--- src/rtl/softmax_pkg.sv ---
// Shared softmax datapath definitions: multiplier width, request/response
// records and a small modulo helper used by the round-robin arbiter.
package softmax_pkg;

  localparam int BOOTH_N   = 16;
  localparam int MUL_TAG_W = 4;
  localparam int MUL_ID_W  = 3;

  typedef struct packed {
    logic [BOOTH_N-1:0]   a;
    logic [BOOTH_N-1:0]   b;
    logic [MUL_TAG_W-1:0] tag;
  } mul_req_t;

  typedef struct packed {
    logic [MUL_ID_W-1:0]    id;
    logic [MUL_TAG_W-1:0]   tag;
    logic [2*BOOTH_N-1:0]   res;
  } mul_rsp_t;

  // Wrap an index that is at most 2*n-1 back into 0..n-1.
  function automatic int rr_wrap(input int v, input int n);
    return (v >= n) ? v - n : v;
  endfunction

endpackage

--- src/rtl/booth.sv ---
// Combinational radix-4 Booth multiplier, signed N x N -> 2N.
module booth
  import softmax_pkg::*;
#(
  parameter int N = BOOTH_N
) (
  input  logic [N-1:0]   i_a,
  input  logic [N-1:0]   i_b,
  output logic [2*N-1:0] o_p
);

  localparam int NPP = N / 2;

  logic [N:0]     w_b_ext;
  logic [2*N-1:0] w_a_sx;
  logic [2*N-1:0] w_a_neg;
  logic [2*N-1:0] w_pp [NPP];

  assign w_b_ext = {i_b, 1'b0};
  assign w_a_sx  = {{N{i_a[N-1]}}, i_a};
  assign w_a_neg = -w_a_sx;

  generate
    for (genvar gi = 0; gi < NPP; gi++) begin : g_pp
      logic [2:0]     w_sel;
      logic [2*N-1:0] w_mag;
      assign w_sel = w_b_ext[2*gi +: 3];
      // Booth digit {-2,-1,0,+1,+2} times a, before positional shift.
      always_comb begin
        case (w_sel)
          3'b001, 3'b010: w_mag = w_a_sx;
          3'b011:         w_mag = w_a_sx << 1;
          3'b100:         w_mag = w_a_neg << 1;
          3'b101, 3'b110: w_mag = w_a_neg;
          default:        w_mag = '0;
        endcase
      end
      assign w_pp[gi] = w_mag << (2 * gi);
    end
  endgenerate

  // Partial-product accumulation; wrap-around at 2N bits yields the signed product.
  always_comb begin
    o_p = '0;
    for (int k = 0; k < NPP; k++) begin
      o_p = o_p + w_pp[k];
    end
  end

endmodule

--- src/rtl/rr_arbiter.sv ---
// Round-robin arbiter: combinational one-hot grant searching upward from the
// pointer; the pointer moves past the winner when the caller reports an accept.
module rr_arbiter
  import softmax_pkg::*;
#(
  parameter int NREQ = 4,
  parameter int IDW  = $clog2(NREQ)
) (
  input  logic            clk,
  input  logic            rst,
  input  logic [NREQ-1:0] i_req,
  input  logic            i_update,
  output logic [NREQ-1:0] o_grant,
  output logic [IDW-1:0]  o_grant_id
);

  logic [IDW-1:0] r_ptr;
  logic           w_found;
  int             w_idx;

  // First requester at or after the pointer, wrapping modulo NREQ.
  always_comb begin
    o_grant    = '0;
    o_grant_id = '0;
    w_found    = 1'b0;
    w_idx      = 0;
    for (int k = 0; k < NREQ; k++) begin
      w_idx = rr_wrap(int'(r_ptr) + k, NREQ);
      if (!w_found && i_req[w_idx]) begin
        w_found        = 1'b1;
        o_grant[w_idx] = 1'b1;
        o_grant_id     = IDW'(w_idx);
      end
    end
  end

  // Pointer advances to the slot after the accepted requester.
  always_ff @(posedge clk or posedge rst) begin
    if (rst) begin
      r_ptr <= '0;
    end else if (i_update) begin
      r_ptr <= IDW'(rr_wrap(int'(o_grant_id) + 1, NREQ));
    end
  end

endmodule

--- src/rtl/booth_mul_arbiter.sv ---
// Shares one Booth multiplier among NREQ requesters with round-robin grant,
// an elastic A -> [M] -> R pipeline and one tagged response channel.
// Build option: define BOOTH_MUL_PIPE_EN to insert product stage M after booth.
module booth_mul_arbiter
  import softmax_pkg::*;
#(
  parameter int NREQ  = 4,
  parameter int N     = BOOTH_N,
  parameter int TAG_W = MUL_TAG_W,
  localparam int IDW  = $clog2(NREQ)
) (
  input  logic              clk,
  input  logic              rst,
  input  logic [NREQ-1:0]   req_valid,
  output logic [NREQ-1:0]   req_ready,
  input  logic [NREQ*N-1:0] req_a,
  input  logic [NREQ*N-1:0] req_b,
  input  logic [NREQ*TAG_W-1:0] req_tag,
  output logic              rsp_valid,
  input  logic              rsp_ready,
  output logic [IDW-1:0]    rsp_id,
  output logic [TAG_W-1:0]  rsp_tag,
  output logic [2*N-1:0]    rsp_res,
  output logic              busy
);

  logic [NREQ-1:0]  w_grant;
  logic [IDW-1:0]   w_grant_id;
  logic             w_accept;
  logic             w_r_load;
  logic             w_a_load;
  logic             w_a_adv;
  logic [2*N-1:0]   w_prod;

  logic             r_a_valid;
  logic [N-1:0]     r_a_a;
  logic [N-1:0]     r_a_b;
  logic [IDW-1:0]   r_a_id;
  logic [TAG_W-1:0] r_a_tag;

  logic             r_r_valid;
  logic [IDW-1:0]   r_r_id;
  logic [TAG_W-1:0] r_r_tag;
  logic [2*N-1:0]   r_r_res;

  logic             w_src_valid;
  logic [IDW-1:0]   w_src_id;
  logic [TAG_W-1:0] w_src_tag;
  logic [2*N-1:0]   w_src_res;

  rr_arbiter #(.NREQ(NREQ), .IDW(IDW)) u_arb (
    .clk        (clk),
    .rst        (rst),
    .i_req      (req_valid),
    .i_update   (w_accept),
    .o_grant    (w_grant),
    .o_grant_id (w_grant_id)
  );

  booth #(.N(N)) u_booth (
    .i_a (r_a_a),
    .i_b (r_a_b),
    .o_p (w_prod)
  );

  // Grant is exposed only while A can take a new entry and reset is released.
  assign req_ready = w_grant & {NREQ{w_a_load & ~rst}};
  assign w_accept  = |req_ready;
  assign w_r_load  = ~r_r_valid | rsp_ready;
  assign w_a_load  = ~r_a_valid | w_a_adv;

`ifdef BOOTH_MUL_PIPE_EN
  logic             r_m_valid;
  logic [IDW-1:0]   r_m_id;
  logic [TAG_W-1:0] r_m_tag;
  logic [2*N-1:0]   r_m_res;
  logic             w_m_load;

  assign w_m_load    = ~r_m_valid | w_r_load;
  assign w_a_adv     = r_a_valid & w_m_load;
  assign w_src_valid = r_m_valid;
  assign w_src_id    = r_m_id;
  assign w_src_tag   = r_m_tag;
  assign w_src_res   = r_m_res;
  assign busy        = r_a_valid | r_m_valid | r_r_valid | (|req_valid);

  // Product stage: registers booth output so the multiplier has a full cycle.
  always_ff @(posedge clk or posedge rst) begin
    if (rst) begin
      r_m_valid <= 1'b0;
      r_m_id    <= '0;
      r_m_tag   <= '0;
      r_m_res   <= '0;
    end else if (w_m_load) begin
      r_m_valid <= r_a_valid;
      if (r_a_valid) begin
        r_m_id  <= r_a_id;
        r_m_tag <= r_a_tag;
        r_m_res <= w_prod;
      end
    end
  end
`else
  assign w_a_adv     = r_a_valid & w_r_load;
  assign w_src_valid = r_a_valid;
  assign w_src_id    = r_a_id;
  assign w_src_tag   = r_a_tag;
  assign w_src_res   = w_prod;
  assign busy        = r_a_valid | r_r_valid | (|req_valid);
`endif

  // Operand stage: captures the granted requester's operands on accept.
  always_ff @(posedge clk or posedge rst) begin
    if (rst) begin
      r_a_valid <= 1'b0;
      r_a_a     <= '0;
      r_a_b     <= '0;
      r_a_id    <= '0;
      r_a_tag   <= '0;
    end else if (w_a_load) begin
      r_a_valid <= w_accept;
      if (w_accept) begin
        r_a_a   <= req_a[int'(w_grant_id)*N +: N];
        r_a_b   <= req_b[int'(w_grant_id)*N +: N];
        r_a_id  <= w_grant_id;
        r_a_tag <= req_tag[int'(w_grant_id)*TAG_W +: TAG_W];
      end
    end
  end

  // Response stage: data only changes when a new valid entry lands, so the
  // outputs stay stable while the consumer stalls.
  always_ff @(posedge clk or posedge rst) begin
    if (rst) begin
      r_r_valid <= 1'b0;
      r_r_id    <= '0;
      r_r_tag   <= '0;
      r_r_res   <= '0;
    end else if (w_r_load) begin
      r_r_valid <= w_src_valid;
      if (w_src_valid) begin
        r_r_id  <= w_src_id;
        r_r_tag <= w_src_tag;
        r_r_res <= w_src_res;
      end
    end
  end

  assign rsp_valid = r_r_valid;
  assign rsp_id    = r_r_id;
  assign rsp_tag   = r_r_tag;
  assign rsp_res   = r_r_res;

endmodule

--- config.mk ---
export PLATFORM = sky130hd
export DESIGN_NAME = booth_mul_arbiter
export DESIGN_NICKNAME = d
export VERILOG_FILES = /design/src/rtl/softmax_pkg.sv /design/src/rtl/booth.sv /design/src/rtl/rr_arbiter.sv /design/src/rtl/booth_mul_arbiter.sv
export SDC_FILE = /design/constraint.sdc
export NUM_CORES = 1
export LEC_CHECK = 0
export CAP_MARGIN = 20
export CORE_MARGIN = 2
export CORE_UTILIZATION = 55
export CTS_CLUSTER_DIAMETER = 100
export DETAILED_ROUTE_END_ITERATION = 10
export HOLD_SLACK_MARGIN = 0.1
export PLACE_DENSITY = 0.8
export SYNTH_ARGS = -nofsm -noshare
export SYNTH_HDL_FRONTEND = slang
export SYNTH_SLANG_ARGS = --single-unit
--- constraint.sdc ---
create_clock -name clk -period 10 [get_ports clk]
set_clock_uncertainty 0.15 [all_clocks]
set_input_delay 2 -clock clk [delete_from_list [all_inputs] [get_ports clk]]
set_output_delay 2 -clock clk [all_outputs]
set_load 0.05 [all_outputs]
==> Implementation_results.wiki <==
{| class="wikitable"
! Metric !! Value
|-
| Status || finished clean
|-
| Period utilization || 0.851
|-
| Clock transition at the registers of the reported paths || 0.07 ns
|-
| Mean Syn Cell Area || 7.21 sq um
|-
| Number of DRC violations after detailed-routing iteration 0 || 2525
|-
| Maximum operating frequency || 0.118 GHz
|-
| Clock root buffer master || sky130_fd_sc_hd__clkbuf_16
|-
| Number of global-route vias before repair || 16543
|-
| CP delay by family, top || adder cells
|-
| Post-synthesis sequential element count || 80
|-
| Actual transition at the worst max-transition pin || 1.29 ns
|-
| Worst Path Arrival || 8.58 ns
|-
| TritonCTS Buffers || 9
|-
| Final weighted congestion in routability-driven placement || 1.10
|-
| Setup Viol. Count Final || 0
|-
| Area added between synthesis and finish || 17.0%
|-
| TritonCTS Sinks || 80
|-
| Fill cell total of the finished layout || 2293
|-
| Final Non-Filler Cells || 2491
|-
| Vias after detailed routing || 16951
|-
| Number of nets at the end of the flow || 2480
|-
| Startpoint class of the critical path || register
|-
| Setup repair after global routing missed its margin || false
|-
| Ports || 195
|-
| Wire length of the first global-routing pass || 98500 microns
|-
| First drt pass iteration count || 9
|-
| Final Max Slew Viols || 0
|-
| Pin count of the biggest net entering global routing || 65
|-
| Placed cells || 2471
|-
| Fraction of final layout cells sized beyond drive strength 1 || 0.0582
|-
| Max-cap check violation count || 0
|-
| Worst relative slew slack || 0.136
|-
| Count of mapped cells out of synthesis || 2051
|-
| Clock latency on the worst-skew pair || 0.37 ns
|-
| Min Clock Period, post-route || 8.51 ns
|-
| Maximum single-stage delay on the critical path || 0.69 ns
|-
| Net Count, Synth || 2387
|-
| Total negative slack || 0 ns
|-
| Leading cell types in the layout, fill and taps excluded || sky130_fd_sc_hd__nand2_1 (405), sky130_fd_sc_hd__clkdlybuf4s50_1 (194), sky130_fd_sc_hd__inv_1 (163)
|-
| Category of the most critical setup path || reg2reg
|-
| Most common cell after layout, fill and taps aside || sky130_fd_sc_hd__nand2_1
|-
| Fin. Hold Viols || 0
|-
| Number of unique standard cell types used by synthesis || 72
|-
| Width of the chip || 168 microns
|-
| Req. time, crit path || 10.07 ns
|-
| Critical Path Sink Type || register
|-
| Post-cts repair resize count || 0
|-
| Hold Buf Count CTS || 0
|-
| Critical path fanouts, max || 24
|-
| Post-synthesis instance area || 14800 sq um
|-
| Number of antenna violations at the first check in global routing || 0
|-
| Yosys warns || 0
|-
| Detailed-route wire length per cell || 25.9 microns
|-
| Number of enable-type register cells in the synthesized netlist || 0
|-
| Hold/Removal Path Class || reg2reg
|-
| Area of the die || 28200 sq um
|-
| CTS tree || built
|-
| Final core utilization || 0.650
|-
| Critical-path top delay cell || sky130_fd_sc_hd__dfrtp_1
|-
| Gr ovfl total || 0
|-
| Post-CTS Setup Repair Bufs || 0
|-
| Row count || 60
|-
| Detailed placement HPWL || 48000 microns
|-
| CORE AREA || 26700 sq um
|-
| Number of H-tree branching levels || 3
|-
| FFs w/ async S/R, synth || 1.00
|-
| Worst-case clock buffer depth || 2
|-
| Total routing resource utilization after global routing || 0.459
|-
| Post-route ant nets || 0
|-
| Initial core utilization || 0.555
|-
| Sequential element share of the synthesized area || 0.135
|-
| Number of vias per cell || 6.80
|-
| Buffering stage count on the worst path with inverters included || 4
|-
| Detailed-route DRC error count || 0
|-
| Chip height || 168 microns
|-
| I/O Buffers || 194
|-
| Detailed Route WL || 64500 microns
|-
| Main flop type after synthesis || sky130_fd_sc_hd__dfrtp_1
|}
## final timing paths
check	startpoint	to	slack, ns	cells past startpoint
max in group asynchronous	rst	r_a_b[9]$_DFFE_PP0P_	6.69	3
min	r_a_tag[0]$_DFFE_PP0P_	r_a_tag[0]$_DFFE_PP0P_	0.32	2
max reg2reg	r_a_a[2]$_DFFE_PP0P_	rsp_res[30]$_DFFE_PP0P_	1.49	26
max	r_a_a[2]$_DFFE_PP0P_	rsp_res[30]$_DFFE_PP0P_	1.49	26
min in group asynchronous	rst	rsp_res[9]$_DFFE_PP0P_	1.84	2
min reg2reg	r_a_tag[0]$_DFFE_PP0P_	r_a_tag[0]$_DFFE_PP0P_	0.32	2
## metrics by stage
step / hold WS (ns) / setup slack [ns] / cell area (sq um)
CTS: 0.322 / 1.67 / 17300
detailed placement: 0.305 / 1.68 / 17000
global route: 0.351 / 1.12 / 17300
global placement: 0.298 / 2.07 / 17000
finish: 0.323 / 1.49 / 17300
floorplan: 0.285 / 3.01 / 14800
## kinds of logic (layout without fill, tap and decap cells)
| logic type | after synthesis | in the layout | share of synthesized area |
|---|---|---|---|
| compound gates | 593 | 593 | 0.263 |
| xor+xnor | 90 | 90 | 0.0547 |
| fa+ha+maj | 185 | 185 | 0.223 |
| buf+inv | 347 | 445 | 0.0889 |
| flops | 80 | 80 | 0.135 |
| mux | 37 | 37 | 0.0280 |
| other cells | 0 | 1 | 0 |
| simple gates | 719 | 719 | 0.207 |
## Yosys cell counts, types with 5 or more instances
library cell / number / area share
sky130_fd_sc_hd__o22ai_1: 35 / 0.015
sky130_fd_sc_hd__fa_1: 131 / 0.18
sky130_fd_sc_hd__a221oi_1: 64 / 0.038
sky130_fd_sc_hd__a311o_1: 7 / 0.0047
sky130_fd_sc_hd__xnor2_1: 58 / 0.034
sky130_fd_sc_hd__buf_2: 5 / 0.0017
sky130_fd_sc_hd__clkbuf_1: 154 / 0.039
sky130_fd_sc_hd__a2bb2oi_1: 5 / 0.0030
sky130_fd_sc_hd__o211ai_1: 7 / 0.0036
sky130_fd_sc_hd__a221o_1: 19 / 0.013
sky130_fd_sc_hd__nand2_1: 406 / 0.10
sky130_fd_sc_hd__dfrtp_1: 80 / 0.14
sky130_fd_sc_hd__a311oi_1: 12 / 0.0071
sky130_fd_sc_hd__buf_1: 14 / 0.0036
sky130_fd_sc_hd__a22o_1: 8 / 0.0047
sky130_fd_sc_hd__o22a_1: 5 / 0.0030
sky130_fd_sc_hd__inv_1: 164 / 0.042
sky130_fd_sc_hd__nand3_1: 118 / 0.040
sky130_fd_sc_hd__nor2b_1: 10 / 0.0042
sky130_fd_sc_hd__nor2_1: 116 / 0.029
sky130_fd_sc_hd__a21oi_1: 135 / 0.046
sky130_fd_sc_hd__nor3_1: 13 / 0.0044
sky130_fd_sc_hd__mux2i_1: 20 / 0.014
sky130_fd_sc_hd__o31ai_1: 11 / 0.0056
sky130_fd_sc_hd__or3_1: 7 / 0.0030
sky130_fd_sc_hd__a31oi_1: 21 / 0.0089
sky130_fd_sc_hd__or4_1: 5 / 0.0025
sky130_fd_sc_hd__ha_1: 54 / 0.046
sky130_fd_sc_hd__or2_2: 7 / 0.0030
sky130_fd_sc_hd__xor2_1: 30 / 0.018
sky130_fd_sc_hd__mux2_2: 15 / 0.011
sky130_fd_sc_hd__o21a_1: 7 / 0.0036
sky130_fd_sc_hd__a21o_1: 30 / 0.015
sky130_fd_sc_hd__a211oi_1: 6 / 0.0030
sky130_fd_sc_hd__o21ai_0: 158 / 0.053
sky130_fd_sc_hd__and2_1: 7 / 0.0030
sky130_fd_sc_hd__nand2b_1: 13 / 0.0055
sky130_fd_sc_hd__clkinv_1: 8 / 0.0020
sky130_fd_sc_hd__a22oi_1: 33 / 0.017
## registers in the layout, summed over array words and instances, names as in the netlist, 2 cells and up
name / count
r_a_tag: 4
r_a_a: 16
rsp_res: 32
r_a_id: 2
u_arb.r_ptr: 2
rsp_id: 2
rsp_tag: 4
r_a_b: 16
## worst register-to-register path, delay by kind of cell (launching register included)
kind	cells	cell delay [ns]
XOR/XNOR	1	0.19
adder cells (fa/ha/maj)	6	3.02
buffers and inverters	4	0.35
AND/OR/NAND/NOR	6	1.95
flip-flops	1	0.69
AO/OA/AOI/OAI	9	2.04
## per-layer routing
layer / track usage / part of all wire / up-vias
met2: 0.699 / 0.42 / 1382
met5: 0 / 0 / -
li1: - / - / 7273
met1: 0.580 / 0.37 / 7979
met4: 0.264 / 0.069 / 0
met3: 0.138 / 0.14 / 317
## area by class of cell
| type | count | area [sq um] | share of cell area |
|---|---|---|---|
| antenna | 1 | 2.50 | 0.000144 |
| tap | 341 | 427 | 0.0246 |
| inverter | 173 | 651 | 0.0376 |
| sequential | 80 | 2010 | 0.116 |
| multi-input combinational | 1624 | 11500 | 0.664 |
| clock inverter | 7 | 108 | 0.00621 |
| timing repair buffer | 256 | 2400 | 0.139 |
| clock buffer | 9 | 225 | 0.0130 |
Power is not shown: default switching activity piles up to over one toggle a cycle in this logic, so the estimate is an artifact.
